`config.mk`:
```
export PLATFORM = sky130hd
export DESIGN_NAME = cdb_arbiter
export DESIGN_NICKNAME = d
export VERILOG_FILES = /design/src/rtl/cdb_arbiter.sv
export SDC_FILE = /design/constraint.sdc
export NUM_CORES = 1
export LEC_CHECK = 0
export BUFFER_PORTS_ARGS = -buffer_cell sky130_fd_sc_hd__buf_2
export CORE_ASPECT_RATIO = 0.8
export CORE_MARGIN = 1.5
export CORE_UTILIZATION = 35
export DETAILED_ROUTE_END_ITERATION = 8
export GPL_TIMING_DRIVEN = 0
export HOLD_SLACK_MARGIN = 0.1
export PLACE_DENSITY = 0.58
export SLEW_MARGIN = 15
export SYNTH_ARGS = -nofsm -noshare
export SYNTH_HDL_FRONTEND = slang
export SYNTH_SLANG_ARGS = --single-unit
```
`constraint.sdc`:
```
create_clock -name clk_in -period 3.65 [get_ports clk_in]
set_input_delay 0.9125 -clock clk_in [delete_from_list [all_inputs] [get_ports clk_in]]
set_output_delay 0.9125 -clock clk_in [all_outputs]
set_load 0.01 [all_outputs]
```
`src/rtl/cdb_arbiter.sv`:
```
// cdb_arbiter: round-robin writeback arbiter for the common data bus.
// The ALU and the LSU each own a small circular FIFO. One head entry is
// granted per cycle and broadcast as a registered one-cycle pulse.
// Optional feature macro: CDB_BYPASS_EN. When it is defined, a source with an
// empty FIFO that wins arbitration goes straight to the bus without enqueuing.
module cdb_arbiter #(
  parameter int DEPTH = 4,
  parameter int CNT_W = 3
) (
  input  logic             clk_in,
  input  logic             rst_in,
  input  logic             rdy_in,
  input  logic             rollback_in,
  input  logic             alu_valid_in,
  input  logic [4:0]       alu_rob_id_in,
  input  logic [31:0]      alu_result_in,
  input  logic [31:0]      alu_target_pc_in,
  input  logic             alu_jump_in,
  output logic             alu_ready_out,
  input  logic             lsu_valid_in,
  input  logic [4:0]       lsu_rob_id_in,
  input  logic [31:0]      lsu_result_in,
  output logic             lsu_ready_out,
  output logic             cdb_valid_out,
  output logic             cdb_src_out,
  output logic [4:0]       cdb_rob_id_out,
  output logic [31:0]      cdb_result_out,
  output logic [31:0]      cdb_target_pc_out,
  output logic             cdb_jump_out,
  output logic [CNT_W-1:0] alu_count_out,
  output logic [CNT_W-1:0] lsu_count_out
);
  localparam int   PTR_W   = $clog2(DEPTH);
  localparam logic SRC_ALU = 1'b0;
  localparam logic SRC_LSU = 1'b1;

  // FIFO storage (data only, never reset)
  logic [4:0]       r_alu_tag [DEPTH];
  logic [31:0]      r_alu_res [DEPTH];
  logic [31:0]      r_alu_pc  [DEPTH];
  logic             r_alu_jmp [DEPTH];
  logic [4:0]       r_lsu_tag [DEPTH];
  logic [31:0]      r_lsu_res [DEPTH];

  logic [PTR_W-1:0] r_alu_head, r_alu_tail, r_lsu_head, r_lsu_tail;
  logic [CNT_W-1:0] r_alu_cnt, r_lsu_cnt;
  logic             r_last_gnt;
  logic             r_cdb_valid, r_cdb_src, r_cdb_jmp;
  logic [4:0]       r_cdb_tag;
  logic [31:0]      r_cdb_res, r_cdb_pc;

  logic w_alu_ne, w_lsu_ne, w_alu_rdy, w_lsu_rdy, w_alu_acc, w_lsu_acc;
  logic w_alu_cand, w_lsu_cand, w_gnt_any, w_gnt_lsu;
  logic w_alu_take, w_lsu_take, w_alu_pop, w_lsu_pop, w_alu_push, w_lsu_push;
  logic [4:0]  w_sel_tag;
  logic [31:0] w_sel_res, w_sel_pc;
  logic        w_sel_jmp;

  assign w_alu_ne  = (r_alu_cnt != '0);
  assign w_lsu_ne  = (r_lsu_cnt != '0);
  // Ready looks at the current count only; a same-cycle pop does not free a slot.
  assign w_alu_rdy = rdy_in && (r_alu_cnt < CNT_W'(DEPTH));
  assign w_lsu_rdy = rdy_in && (r_lsu_cnt < CNT_W'(DEPTH));
  // Tag 0 completes the handshake but is dropped.
  assign w_alu_acc = alu_valid_in && w_alu_rdy && !rollback_in && (alu_rob_id_in != 5'd0);
  assign w_lsu_acc = lsu_valid_in && w_lsu_rdy && !rollback_in && (lsu_rob_id_in != 5'd0);

`ifdef CDB_BYPASS_EN
  assign w_alu_cand = w_alu_ne || w_alu_acc;
  assign w_lsu_cand = w_lsu_ne || w_lsu_acc;
`else
  assign w_alu_cand = w_alu_ne;
  assign w_lsu_cand = w_lsu_ne;
`endif

  // On a tie the source that was not granted last wins.
  assign w_gnt_any  = rdy_in && !rollback_in && (w_alu_cand || w_lsu_cand);
  assign w_gnt_lsu  = w_lsu_cand && (!w_alu_cand || (r_last_gnt == SRC_ALU));
  assign w_alu_take = w_gnt_any && !w_gnt_lsu;
  assign w_lsu_take = w_gnt_any && w_gnt_lsu;
  assign w_alu_pop  = w_alu_take && w_alu_ne;
  assign w_lsu_pop  = w_lsu_take && w_lsu_ne;
  // A winner with an empty FIFO (bypass build only) is not enqueued.
  assign w_alu_push = w_alu_acc && !(w_alu_take && !w_alu_ne);
  assign w_lsu_push = w_lsu_acc && !(w_lsu_take && !w_lsu_ne);

  // Select the broadcast payload: FIFO head, or the live input when bypassing.
  always_comb begin
    w_sel_tag = '0;
    w_sel_res = '0;
    w_sel_pc  = '0;
    w_sel_jmp = 1'b0;
    if (w_gnt_lsu) begin
      w_sel_tag = w_lsu_ne ? r_lsu_tag[r_lsu_head] : lsu_rob_id_in;
      w_sel_res = w_lsu_ne ? r_lsu_res[r_lsu_head] : lsu_result_in;
    end else begin
      w_sel_tag = w_alu_ne ? r_alu_tag[r_alu_head] : alu_rob_id_in;
      w_sel_res = w_alu_ne ? r_alu_res[r_alu_head] : alu_result_in;
      w_sel_pc  = w_alu_ne ? r_alu_pc[r_alu_head]  : alu_target_pc_in;
      w_sel_jmp = w_alu_ne ? r_alu_jmp[r_alu_head] : alu_jump_in;
    end
  end

  // Write accepted entries into the FIFO storage at the tail.
  always_ff @(posedge clk_in) begin
    if (w_alu_push) begin
      r_alu_tag[r_alu_tail] <= alu_rob_id_in;
      r_alu_res[r_alu_tail] <= alu_result_in;
      r_alu_pc[r_alu_tail]  <= alu_target_pc_in;
      r_alu_jmp[r_alu_tail] <= alu_jump_in;
    end
    if (w_lsu_push) begin
      r_lsu_tag[r_lsu_tail] <= lsu_rob_id_in;
      r_lsu_res[r_lsu_tail] <= lsu_result_in;
    end
  end

  // Pointers, counts, arbitration history and the registered bus outputs.
  always_ff @(posedge clk_in or negedge rst_in) begin
    if (!rst_in) begin
      r_alu_head  <= '0;
      r_alu_tail  <= '0;
      r_lsu_head  <= '0;
      r_lsu_tail  <= '0;
      r_alu_cnt   <= '0;
      r_lsu_cnt   <= '0;
      r_last_gnt  <= SRC_LSU;
      r_cdb_valid <= 1'b0;
      r_cdb_src   <= 1'b0;
      r_cdb_tag   <= '0;
      r_cdb_res   <= '0;
      r_cdb_pc    <= '0;
      r_cdb_jmp   <= 1'b0;
    end else if (rollback_in) begin
      r_alu_head  <= '0;
      r_alu_tail  <= '0;
      r_lsu_head  <= '0;
      r_lsu_tail  <= '0;
      r_alu_cnt   <= '0;
      r_lsu_cnt   <= '0;
      r_last_gnt  <= SRC_LSU;
      r_cdb_valid <= 1'b0;
    end else begin
      if (w_alu_push) r_alu_tail <= r_alu_tail + PTR_W'(1);
      if (w_alu_pop)  r_alu_head <= r_alu_head + PTR_W'(1);
      if (w_lsu_push) r_lsu_tail <= r_lsu_tail + PTR_W'(1);
      if (w_lsu_pop)  r_lsu_head <= r_lsu_head + PTR_W'(1);
      r_alu_cnt   <= r_alu_cnt + CNT_W'(w_alu_push) - CNT_W'(w_alu_pop);
      r_lsu_cnt   <= r_lsu_cnt + CNT_W'(w_lsu_push) - CNT_W'(w_lsu_pop);
      r_cdb_valid <= w_gnt_any;
      if (w_gnt_any) begin
        r_last_gnt <= w_gnt_lsu;
        r_cdb_src  <= w_gnt_lsu;
        r_cdb_tag  <= w_sel_tag;
        r_cdb_res  <= w_sel_res;
        r_cdb_pc   <= w_sel_pc;
        r_cdb_jmp  <= w_sel_jmp;
      end
    end
  end

  assign alu_ready_out     = w_alu_rdy;
  assign lsu_ready_out     = w_lsu_rdy;
  assign cdb_valid_out     = r_cdb_valid;
  assign cdb_src_out       = r_cdb_src;
  assign cdb_rob_id_out    = r_cdb_tag;
  assign cdb_result_out    = r_cdb_res;
  assign cdb_target_pc_out = r_cdb_pc;
  assign cdb_jump_out      = r_cdb_jmp;
  assign alu_count_out     = r_alu_cnt;
  assign lsu_count_out     = r_lsu_cnt;
endmodule

```
# Yosys cells after proc, flatten, opt, wreduce, memory -nomap -nowiden

Memory sizes are Yosys's and may differ from the RTL's.
Cells that the tools add are included.

Bits in latches: 0
Bits of input ports: 113
Bits in read-only memories: 0
Memory bits (writable): 428
Word-level logic and storage cells: 95
Memories: 6
Output and inout bits: 80
Bits in registers: 87

Add/subtract/negate cells: 8
Shifts and indexed selects: 0
Magnitude comparators: 2
Bitwise gates (word level): 2
Equal/unequal tests: 0
Multiply operators: 0
Multiplexer cells: 27
Reductions and logical operators: 37
Divide/modulo/power cells: 0

Memories:

| memory    | depth | bits a word | rd ports | clocked after memory_dff | write ports | line | text |
|---|---|---|---|---|---|---|---|
| r_alu_pc  | 4     | 32          | 1        | 0                        | 1           | 40   | `logic [31:0] r_alu_pc [DEPTH];` |
| r_alu_res | 4     | 32          | 1        | 0                        | 1           | 39   | `logic [31:0] r_alu_res [DEPTH];` |
| r_lsu_res | 4     | 32          | 1        | 0                        | 1           | 43   | `logic [31:0] r_lsu_res [DEPTH];` |
| r_alu_tag | 4     | 5           | 1        | 0                        | 1           | 38   | `logic [4:0] r_alu_tag [DEPTH];` |
| r_lsu_tag | 4     | 5           | 1        | 0                        | 1           | 42   | `logic [4:0] r_lsu_tag [DEPTH];` |
| r_alu_jmp | 4     | 1           | 1        | 0                        | 1           | 41   | `logic r_alu_jmp [DEPTH];` |

Operators by type and width:

| operator              | number |
|---|---|
| $mux W32              | 5 |
| $logic_and A1 B1 Y1   | 19 |
| $mux W2               | 8 |
| $mux W5               | 3 |
| $reduce_bool A2 Y1    | 5 |
| $reduce_bool A5 Y1    | 2 |
| $mux W1               | 9 |
| $add A2 B1 Y2 const B | 4 |
| $add A3 B1 Y3         | 2 |
| $logic_not A1 Y1      | 6 |
| $lt A3 B3 Y1 const B  | 2 |
| $mux W3               | 2 |
| $reduce_bool A3 Y1    | 2 |
| $sub A3 B1 Y3         | 2 |
| $logic_or A1 B1 Y1    | 2 |
| $not A1 Y1            | 2 |
| $reduce_and A2 Y1     | 1 |

# Logic depth before layout (Yosys ltp)

Gate-level depths: netlist of run 1.

Depth after elaboration: 12
Depth in mapped cells: 13
Depth with buffers taken out: 11

# Worst setup path before layout of run 1

OpenSTA, ideal clock, no wires.

Path type: input port to flip-flop
From: input alu_rob_id_in[3]
To: memory r_alu_jmp[1] (enable)
Path buffers: 0
Stages on the path: 3
Required time: 3,214 ps
Arrival time: 3,279 ps
Path slack: -65 ps
Setup time: 436 ps
Path through: nor3_1 a2111oi_2 and2_1

Word-level cells in the longest chain between the ends: 5

Ends and longest elaborated chain:

| what                          | line | text |
|---|---|---|
| start, declared               | 15   | `input logic [4:0] alu_rob_id_in,` |
| $reduce_bool A5 Y1            | 65   | `assign w_alu_acc = alu_valid_in && w_alu_rdy && !rollback_in && (alu_rob_id_in != 5'd0);` |
| $logic_and A1 B1 Y1           | 65   |  |
| $logic_and A1 B1 Y1           | 84   | `assign w_alu_push = w_alu_acc && !(w_alu_take && !w_alu_ne);` |
| $mux W1                       | 106  | `if (w_alu_push) begin` |
| $mux W1 (not written as such) | 110  | `r_alu_jmp[r_alu_tail] <= alu_jump_in;` |
| end, declared                 | 41   |  |

No other way between the ends.

# Final worst setup path of run 1

From: register r_alu_cnt[2], in the netlist alu_count_out[2]
To: register r_alu_cnt[2], in the netlist alu_count_out[2]

Word-level cells in the longest chain between the ends: 12
Elaborated cells between the ends (all ways): 20
Classes of those cells: add/sub (2); order compare (1); mux (1); reduce/logical (16)

Ends and longest elaborated chain:

| what                                                                  | line | text |
|---|---|---|
| start, declared                                                       | 46   | `logic [CNT_W-1:0] r_alu_cnt, r_lsu_cnt;` |
| start signal, assigned                                                | 148  | `r_alu_cnt <= r_alu_cnt + CNT_W'(w_alu_push) - CNT_W'(w_alu_pop);` |
| parallel branches: the longest is 10 deep, another holds $lt A3 B3 Y1 | n/a  |  |
| $sub A3 B1 Y3 *                                                       | 148  |  |
| $mux W3 *                                                             | 134  | `end else if (rollback_in) begin` |

Mark *: on every way between the ends.
A chain may end at the register's enable or synchronous reset.

==> PnR_summary.wiki, run 1 <==
{| class="wikitable"
! Metric !! Value
|-
| CP Data Required Time || 4.16 ns
|-
| Layout cells sized above 1 || 38.4%
|-
| Largest net degree at the start of global routing || 69
|-
| H-Tree Depth || 2
|-
| Number of antenna violations at the first check in global routing || 11
|-
| Data arrival time of the critical path || 3.46 ns
|-
| Post-route antenna net violation count || 0
|-
| Actual slew at the worst max-slew pin || 0.830 ns
|-
| RR Startpoint || alu_count_out[2]
|-
| Share of flip-flops with an asynchronous set or reset || 16.9%
|-
| Starting density of the core || 35.3%
|-
| Syn Nets || 1,002
|-
| Total number of vias || 9,570
|-
| Worst slack, placed || -0.409 ns
|-
| Total Die Area || 0.0569 sq mm
|-
| Post-route clock period utilization || 80.9%
|-
| FP Rows || 77
|-
| Static leakage power || 0.00800 uW
|-
| Width of the die || 266 microns
|-
| Post_cts resized || 0
|-
| First-pass iteration count of the detailed router || 5
|-
| Fmax achieved || 339 MHz
|-
| Top fanout value on the critical path || 8
|-
| 1st-iter DRT viols || 739
|-
| Number of top-level design ports || 193
|-
| Syn Inst Count || 875
|-
| Capture instance of the worst register-to-register path || alu_count_out[2]
|-
| TritonCTS clock tree || done
|-
| Setup Buffers After CTS || 0
|-
| Number of synthesized flops with an enable pin || 428
|-
| Kind of start point of the critical path || flop
|-
| Max IR drop VDD || 0.000428 V
|-
| Skew-Pair Late Insertion Delay || 0.59 ns
|-
| R2R setup slack || 0.70 ns
|-
| Worst Hold Margin || 0.182 ns
|-
| Number of global-route vias before repair || 10.0k
|-
| Max transition margin || 44.3%
|-
| Min setup slack post-route || 0.696 ns
|-
| Final clock skew || 0.0210 ns
|-
| Final-report max-slew violation count || 0
|-
| Minimum clock period after layout || 2.95 ns
|-
| Count of state elements after synthesis || 515
|-
| Fin util || 42.3%
|-
| Area of the mapped netlist || 0.0194 sq mm
|-
| Number of setup violations in the final report || 0
|-
| Clock sink count || 515
|-
| Reported max-cap violation count || 0
|-
| Final estimated routing congestion in global placement || 0.716
|-
| Unrepaired setup endpoints after global routing || false
|-
| Yosys warns || 0
|-
| Class of the worst hold path || in -> async
|-
| Sequential cell area fraction in the yosys report || 77.4%
|-
| HPWL after detailed placement || 30,000 microns
|-
| Global Route met2 Usage || 24.9%
|-
| Fin nets || 1,257
|-
| Clock buffer count from CTS || 53
|-
| Wire length reported by the detailed router || 45,300 microns
|-
| Number of library cell types mapped by synthesis || 44
|-
| Depth of the worst register-to-register path || 10
|-
| Clock-pin slew reported for the worst setup and hold paths after clock tree synthesis || 0.06 ns
|-
| Average wire length per cell after detail routing || 23.5 microns
|-
| GRT Max-Usage Layer || met2
|-
| Hold Violations, Final || 0
|-
| Maximum number of buffers from clock root to sink || 3
|-
| Post-route DRC || 0
|-
| Critical path endpoint category || flop
|-
| Commonest non-fill, non-tap cell in the layout || edfxtp_1
|-
| GRT met1 Usage || 22.3%
|-
| Clk network pwr share || 33.7%
|-
| Mapped Avg Cell Area || 22.2 sq um
|-
| Status || complete, no violations
|-
| Root buf cell || clkbuf_16
|-
| Global-route usage over all layers || 15.9%
|-
| Ys flop type || edfxtp_1
|-
| Die span in y || 214 microns
|-
| Standard cell core area || 0.0550 sq mm
|-
| Final global-route overflow total || 0
|-
| Power density relative to cell area || 677 mW/mm^2
|-
| IO buf count || 192
|-
| Layout overhead on the synthesized area || 19.8%
|-
| M3 GR Usage || 4.31%
|-
| First-pass GRT wire length || 65,900 microns
|-
| Sequential group share of total power || 46.2%
|-
| Type of the setup path with the least slack || reg -> reg
|-
| Relative contribution of combinational cells to total power || 20.1%
|-
| Internal portion of total power || 11,400 uW
|-
| Sw Pwr || 4300 uW
|-
| Via density per instance || 4.96
|-
| Most used cells in the layout excluding fill and tap cells || edfxtp_1 (428), buf_2 (218), mux4_2 (107), dfrtp_1 (86), clkbuf_16 (53)
|-
| Switching part of the total power || 27.3%
|}
[timing repair]
action	CTS	global route
setup endpoints to repair	0	1
hold buffers	0	0
hold endpoints to repair	0	0
[per-layer routing]
metal,vias to the layer above,wire length [microns]
met3,61,2840
met2,243,21200
met4,10,803
li1,4213,-
met1,5043,20400
met5,-,64
[final cells by class]
class | instances | area (sq um)
fillers | 4858 | 31700
flip-flops and latches | 515 | 15000
multi-input cells | 293 | 4080
clock buffers | 81 | 1520
repair buffers | 201 | 1180
well taps | 750 | 938
plain buffers | 52 | 275
clock inverters | 16 | 173
inverters | 14 | 52.6
diodes | 6 | 15.0
[flip-flops by register name, indices dropped and copies added (netlist names), 3 cells and up]
signal             count
cdb_rob_id_out         5
r_alu_tag             20
alu_count_out          3
r_lsu_tag             20
cdb_result_out        32
r_lsu_res            128
lsu_count_out          3
r_alu_res            128
cdb_target_pc_out     32
r_alu_pc             128
r_alu_jmp              4
[power groups by stage]
stage / Clock [uW] / Sequential (uW) / Combinational, uW
final: 5310 / 7280 / 3170
after global routing: 5680 / 7330 / 3470
after CTS: 5450 / 7280 / 3240
after detailed placement: 0 / 7390 / 3240
after global placement: 0 / 7390 / 3180
after floorplan: 0 / 7470 / 1810
[how the worst max path moves through the flow]
stage               slack, ns              from          endpoint
floorplan                0.55            rdy_in  alu_count_out[2]
CTS                      0.17  lsu_count_out[2]  alu_count_out[2]
global placement        -0.50  alu_rob_id_in[1]   r_alu_pc[1][14]
global route             0.44  alu_count_out[2]  alu_count_out[2]
detailed placement      -0.41            rdy_in  alu_count_out[2]
finish                   0.70  alu_count_out[2]  alu_count_out[2]
[cells by family (layout without fill, tap and decap cells)]
logic type	after synthesis	in the layout	share of synthesized area (%)
compound gates	84	84	4.31
xor+xnor	3	3	0.135
flops	515	515	77.4
buf+inv	67	364	1.71
mux	114	114	12.8
fa+ha+maj	14	14	0.979
simple gates	78	78	2.74
other cells	0	6	0
[Yosys cell counts, types with 3 or more instances]
| library cell | number | area share [%] |
|---|---|---|
| a22o_1 | 25 | 1.1 |
| nor4b_1 | 15 | 0.68 |
| o2bb2ai_1 | 8 | 0.36 |
| mux4_2 | 107 | 12 |
| inv_1 | 12 | 0.23 |
| nand2b_1 | 5 | 0.16 |
| a221o_1 | 18 | 0.93 |
| or4_1 | 20 | 0.77 |
| nor3_1 | 3 | 0.077 |
| o221a_2 | 9 | 0.52 |
| mux2i_1 | 5 | 0.26 |
| nor2b_1 | 5 | 0.16 |
| dfrtp_1 | 86 | 11 |
| buf_4 | 8 | 0.31 |
| ha_1 | 12 | 0.77 |
| o2111a_1 | 4 | 0.23 |
| nor2_1 | 16 | 0.31 |
| and2_1 | 9 | 0.29 |
| buf_2 | 27 | 0.70 |
| clkbuf_1 | 13 | 0.25 |
| edfxtp_1 | 428 | 66 |
| o221a_1 | 10 | 0.58 |
[per-stage QoR]
stage	cells	area, sq um	total power, uW	setup TNS, ns
finish	1928	23300	15800	0
global route	1923	23300	16500	0
CTS	1923	23300	16000	0
detailed placement	1826	21600	10600	-0.567
global placement	1817	21300	10600	-186.97
floorplan	875	19400	9280	0
[worst max-delay path: stages, from the launching register on]
cell and delay (ns):
dfrtp_1 0.55, a2111oi_2 0.84, inv_1 0.10, ha_1 0.31, inv_1 0.05, ha_1 0.13
inv_1 0.05, fa_1 0.40, xor2_1 0.16, and2_1 0.16, nor3_1 0.11
No activity file was read; power rests on OpenSTA's default activity.
==> run 2: changes to the inputs <==
==> constraint.sdc (replaced) <==
create_clock -name clk_in -period 2.9 [get_ports clk_in]
set_input_delay 0.725 -clock clk_in [delete_from_list [all_inputs] [get_ports clk_in]]
set_output_delay 0.725 -clock clk_in [all_outputs]
set_load 0.01 [all_outputs]
==> run 2 against run 1 <==
Against the previous run:
- final cell count up 0.10%
- maximum frequency increased by 8.9%
- routed wire length decreased by 1.4%
- setup slack worse by 0.51 ns
- utilization rose by 0.21 points
- power increased by 28%
- critical endpoint unchanged
- clock power increased by 30%
- largest cell class unchanged
- via count shrank 0.28%
- global-route usage is 0.23 points lower
==> PnR_summary.wiki, run 2 (synthesis gave the netlist of run 1 again) <==
{| class="wikitable"
! Metric !! Value
|-
| Worst slack, placed || -0.852 ns
|-
| Area taken by multi-input logic gates || 0.00410 sq mm
|-
| Max IR drop VDD || 0.000546 V
|-
| Power density relative to cell area || 859 mW/mm^2
|-
| CP Data Required Time || 3.40 ns
|-
| Number of placed instances, taps included || 1,826
|-
| Width of the die || 266 microns
|-
| Via density per instance || 4.94
|-
| Top sig layer || met5
|-
| Sequential group share of total power || 45.5%
|-
| Root buf cell || clkbuf_16
|-
| Placement Cell Area || 0.0216 sq mm
|-
| Total Die Area || 0.0569 sq mm
|-
| FP Rows || 77
|-
| Unrepaired setup endpoints after global routing || false
|-
| Top fanout value on the critical path || 13
|-
| Clock buffer count from CTS || 51
|-
| Post-layout instance count excluding filler cells || 1,930
|-
| Standard cell core area || 0.0550 sq mm
|-
| Worst Hold Margin || 0.346 ns
|-
| Clk network pwr share || 34.3%
|-
| Post-route DRC || 0
|-
| Hold Violations, Final || 0
|-
| Number of setup violations in the final report || 0
|-
| Static leakage power || 0.00807 uW
|-
| Final estimated routing congestion in global placement || 0.752
|-
| Internal portion of total power || 14,600 uW
|-
| Most used cells in the layout excluding fill and tap cells || edfxtp_1 (428), buf_2 (218), mux4_2 (107), dfrtp_1 (84), clkbuf_16 (53)
|-
| Fmax achieved || 369 MHz
|-
| Global-route usage over all layers || 15.7%
|-
| Number of top-level design ports || 193
|-
| Final-report max-slew violation count || 0
|-
| Met3 WL || 3000 microns
|-
| Average wire length per cell after detail routing || 23.2 microns
|-
| Sum of routed wire segments on met1 || 20,000 microns
|-
| Kind of start point of the critical path || flop
|-
| FILL cells || 4,810
|-
| HPWL after detailed placement || 29,600 microns
|-
| Post-route antenna net violation count || 0
|-
| Post-route clock period utilization || 93.5%
|-
| Layout cells sized above 1 || 39.5%
|-
| Actual slew at the worst max-slew pin || 0.930 ns
|-
| Layout overhead on the synthesized area || 20.4%
|-
| Clock-pin slew reported for the worst setup and hold paths after clock tree synthesis || 0.06 ns
|-
| Commonest non-fill, non-tap cell in the layout || edfxtp_1
|-
| Fin nets || 1,260
|-
| Starting density of the core || 35.3%
|-
| Maximum number of buffers from clock root to sink || 3
|-
| Relative contribution of combinational cells to total power || 20.2%
|-
| Class of the worst hold path || in -> reg
|-
| Wire length reported by the detailed router || 44,700 microns
|-
| IO buf count || 192
|-
| Area of all placed cells without fillers || 0.0234 sq mm
|-
| Minimum clock period after layout || 2.71 ns
|-
| Total met2 wirelength after detailed routing || 20,900 microns
|-
| Reported max-cap violation count || 0
|-
| Max transition margin || 38.0%
|-
| R2R setup slack || 0.19 ns
|-
| Min setup slack post-route || 0.188 ns
|-
| First-pass iteration count of the detailed router || 5
|-
| Final clock skew || 0.0159 ns
|-
| Critical path endpoint category || flop
|-
| TritonCTS clock tree || done
|-
| 1st-iter DRT viols || 585
|-
| Number of antenna violations at the first check in global routing || 11
|-
| Sequential cell area || 0.0150 sq mm
|-
| Switching part of the total power || 27.2%
|-
| First-pass GRT wire length || 64,900 microns
|-
| H-Tree Depth || 2
|-
| Skew-Pair Late Insertion Delay || 0.59 ns
|-
| Data arrival time of the critical path || 3.22 ns
|-
| Status || complete, no violations
|-
| Number of global-route vias before repair || 9,802
|-
| Clock sink count || 515
|-
| Total number of vias || 9,543
|-
| Die span in y || 214 microns
|-
| Largest net degree at the start of global routing || 48
|-
| Type of the setup path with the least slack || reg -> reg
|-
| Sw Pwr || 5460 uW
|-
| Largest regs || r_alu_pc: 128 flops, r_alu_res: 128 flops, r_lsu_res: 128 flops
|-
| Final global-route overflow total || 0
|-
| Sum Neg Setup Slack || 0 ns
|}
## run 2: timing repair
item                       CTS  global route
gates resized for setup      3             2
hold endpoints to repair    36             0
pin swaps                    1             1
hold buffers                 1             0
setup endpoints to repair    4             1
buffers inserted             0             4
## run 2: metal layers
layer / up-vias / global-route usage [%]
met5: - / 0
met2: 234 / 24.4
met4: 14 / 3.70
met1: 4998 / 22.2
li1: 4232 / -
met3: 65 / 4.15
## run 2: area by class of cell
type	count	area share, %
well taps	750	4.01
flip-flops and latches	515	64.3
repair buffers	206	5.20
multi-input cells	293	17.5
diodes	4	0.0428
inverters	14	0.235
plain buffers	52	1.18
clock inverters	26	1.27
clock buffers	70	6.24
## run 2: worst max-delay path, cell delays in order, from the launching register on
cell and delay, ns:
dfrtp_2 0.47, or3_1 0.37, buf_2 0.17, o211ai_2 0.10, inv_4 0.15, ha_1 0.30, inv_1 0.05, ha_1 0.13
inv_1 0.05, fa_1 0.40, xor2_1 0.16, and2_1 0.16, nor3_1 0.13
## run 2: worst paths after layout
check                                  start            endpoint  cells past startpoint
max in group asynchronous             rst_in          r_last_gnt                      3
min                        alu_result_in[12]    r_alu_res[3][12]                      1
min reg2reg                      cdb_src_out         cdb_src_out                      1
max                         alu_count_out[1]    alu_count_out[2]                     12
max reg2reg                 alu_count_out[1]    alu_count_out[2]                     12
min in group asynchronous             rst_in  cdb_result_out[14]                      2
## run 2: through the flow
step | util, % | power, uW
2_1_floorplan | - | 11700
3_3_place_gp | 38.8 | 13300
3_5_place_dp | 39.2 | 13400
4_1_cts | 42.4 | 20300
5_1_grt | 42.5 | 21000
6_report | 42.5 | 20100
## run 2: power by group through the flow
stage	clock network, uW	registers [uW]	logic [uW]
final	6890	9150	4050
after global routing	7330	9230	4420
after floorplan	0	9400	2280
after detailed placement	0	9310	4070
after CTS	7060	9170	4080
after global placement	0	9310	3980
==> run 3: changes to the inputs <==
--- a/config.mk
+++ b/config.mk
@@ -10,10 +10,8 @@
 export CORE_MARGIN = 1.5
 export CORE_UTILIZATION = 35
 export DETAILED_ROUTE_END_ITERATION = 8
-export GPL_TIMING_DRIVEN = 0
 export HOLD_SLACK_MARGIN = 0.1
 export PLACE_DENSITY = 0.58
-export SLEW_MARGIN = 15
 export SYNTH_ARGS = -nofsm -noshare
 export SYNTH_HDL_FRONTEND = slang
 export SYNTH_SLANG_ARGS = --single-unit
==> run 3 against run 2 <==
Against the previous run:
- utilization rose by 0.16 points
- non-clock buffer count shrank 20
- largest power group unchanged
- setup slack improved by 0.12 ns
- sequential cell count is the same
- maximum frequency up 4.6%
- largest cell class unchanged
==> PnR_summary.wiki, run 3 (synthesis gave the netlist of run 1 again) <==
{| class="wikitable"
! Metric !! Value
|-
| HPWL after detailed placement || 27,300 microns
|-
| Max IR drop VDD || 0.000447 V
|-
| Capture instance of the worst register-to-register path || alu_count_out[2]
|-
| Unrepaired setup endpoints after global routing || false
|-
| Starting density of the core || 35.3%
|-
| Layout overhead on the synthesized area || 20.8%
|-
| Relative contribution of combinational cells to total power || 19.0%
|-
| Number of global-route vias before repair || 9,600
|-
| Number of placed instances, taps included || 1,809
|-
| Layout cells sized above 1 || 39.8%
|-
| Switching part of the total power || 26.2%
|-
| Post-route antenna net violation count || 0
|-
| Final estimated routing congestion in global placement || 0.720
|-
| Worst slack, placed || -0.0683 ns
|-
| Critical path endpoint category || flop
|-
| Sum of routed wire segments on met1 || 19,100 microns
|-
| Fin nets || 1,242
|-
| Wire length reported by the detailed router || 43,400 microns
|-
| Final clock skew || 0.0134 ns
|-
| Setup Buffers After CTS || 0
|-
| Min setup slack post-route || 0.308 ns
|-
| Max transition margin || 48.2%
|-
| Number of setup violations in the final report || 0
|-
| Power density relative to cell area || 865 mW/mm^2
|-
| Largest regs || r_alu_pc: 128 flops, r_alu_res: 128 flops, r_lsu_res: 128 flops
|-
| Class of the worst hold path || in -> reg
|-
| First-pass iteration count of the detailed router || 7
|-
| Skew-Pair Late Insertion Delay || 0.59 ns
|-
| First-pass GRT wire length || 63,700 microns
|-
| Total number of vias || 9,440
|-
| Clk network pwr share || 35.8%
|-
| Number of antenna violations at the first check in global routing || 8
|-
| Global-route usage over all layers || 15.3%
|-
| RR Startpoint || alu_count_out[1]
|-
| H-Tree Depth || 2
|-
| Clock buffer count from CTS || 53
|-
| Sequential group share of total power || 45.1%
|-
| Total met2 wirelength after detailed routing || 20,700 microns
|-
| Internal portion of total power || 15,000 uW
|-
| Depth of the worst register-to-register path || 11
|-
| Clock sink count || 515
|-
| Met3 WL || 2720 microns
|-
| Via density per instance || 4.93
|-
| Status || complete, no violations
|-
| Post-route clock period utilization || 89.4%
|-
| Final global-route overflow total || 0
|-
| Top sig layer || met5
|-
| Total Die Area || 0.0569 sq mm
|-
| Hold Violations, Final || 0
|-
| Actual slew at the worst max-slew pin || 0.777 ns
|-
| Sw Pwr || 5320 uW
|-
| Post-route DRC || 0
|-
| Worst hold endpoint || r_alu_pc[1][6]
|-
| FP Rows || 77
|-
| Reported max-cap violation count || 0
|-
| Fmax achieved || 386 MHz
|-
| Post_cts resized || 0
|-
| R2R setup slack || 0.31 ns
|-
| Standard cell core area || 0.0550 sq mm
|-
| Commonest non-fill, non-tap cell in the layout || edfxtp_1
|-
| Root buf cell || clkbuf_16
|-
| Hold buffers post-CTS || 1
|-
| Worst hold stages || 1
|-
| CP Data Required Time || 3.40 ns
|-
| Average wire length per cell after detail routing || 22.7 microns
|-
| Kind of start point of the critical path || flop
|-
| Top fanout value on the critical path || 6
|-
| Clock-pin slew reported for the worst setup and hold paths after clock tree synthesis || 0.06 ns
|-
| Post-layout instance count excluding filler cells || 1,913
|-
| Hold path startpoint || alu_target_pc_in[6]
|-
| Most used cells in the layout excluding fill and tap cells || edfxtp_1 (428), buf_2 (191), mux4_2 (107), dfrtp_1 (82), clkbuf_16 (55)
|-
| Die span in y || 214 microns
|-
| TritonCTS clock tree || done
|-
| Maximum number of buffers from clock root to sink || 3
|-
| Width of the die || 266 microns
|-
| Final-report max-slew violation count || 0
|-
| Data arrival time of the critical path || 3.09 ns
|-
| 1st-iter DRT viols || 631
|-
| Largest net degree at the start of global routing || 54
|-
| Number of top-level design ports || 193
|-
| Static leakage power || 0.00808 uW
|-
| IO buf count || 192
|-
| Type of the setup path with the least slack || reg -> reg
|-
| Minimum clock period after layout || 2.59 ns
|}
## run 3: worst max-delay path, cell delays in order, from the launching register on
cell and delay (ns):
dfrtp_1 0.46, or3_1 0.52, o211ai_4 0.13, inv_2 0.05, ha_1 0.26, inv_1 0.05, ha_1 0.12, inv_1 0.05
fa_1 0.39, xor2_1 0.16, and2_1 0.16, nor3_1 0.14
## run 3: how the worst max path moves through the flow
stage | start | endpoint | slack [ns] | cells after the start
after floorplan | alu_rob_id_in[3] | alu_count_out[2] | 0.06 | 11
after global placement | alu_rob_id_in[3] | alu_count_out[2] | -0.07 | 13
after detailed placement | alu_rob_id_in[2] | alu_count_out[2] | -0.07 | 13
after CTS | alu_count_out[1] | alu_count_out[2] | 0.28 | 11
after global routing | alu_count_out[1] | alu_count_out[2] | 0.09 | 11
final | alu_count_out[1] | alu_count_out[2] | 0.31 | 11
## run 3: routing by layer
metal	vias to the layer above	GRT usage [%]
met3	71	4.02
met4	12	4.27
met2	221	24.3
met5	-	0
li1	4186	-
met1	4950	20.9
## run 3: power groups by stage
stage / clock [uW] / sequential (uW) / combinational (uW)
2_1_floorplan: 0 / 9400 / 2280
5_1_grt: 7760 / 9260 / 4230
3_5_place_dp: 0 / 9320 / 3940
6_report: 7280 / 9160 / 3870
4_1_cts: 7470 / 9180 / 3950
3_3_place_gp: 0 / 9310 / 3910
## run 3: stage by stage
stage          cell area (sq um)  total power (uW)  hold slack (ns)  utilization (%)  TNS [ns]
2_1_floorplan              19400             11700            0.429                -         0
3_3_place_gp               21600             13200            0.460             39.2   -0.0734
3_5_place_dp               21600             13300            0.464             39.2   -0.0683
4_1_cts                    23500             20600            0.304             42.7         0
5_1_grt                    23500             21200            0.317             42.7         0
6_report                   23500             20300            0.352             42.7         0
## run 3: area by class of cell
class                      instances  area, sq um
tap                              750          938
clock inverter                    23          354
timing repair buffer             238         1460
fill                            4800        31500
antenna                            3         7.51
sequential                       515        15000
multi-input combinational        293         4100
inverter                          14         52.6
clock buffer                      77         1530
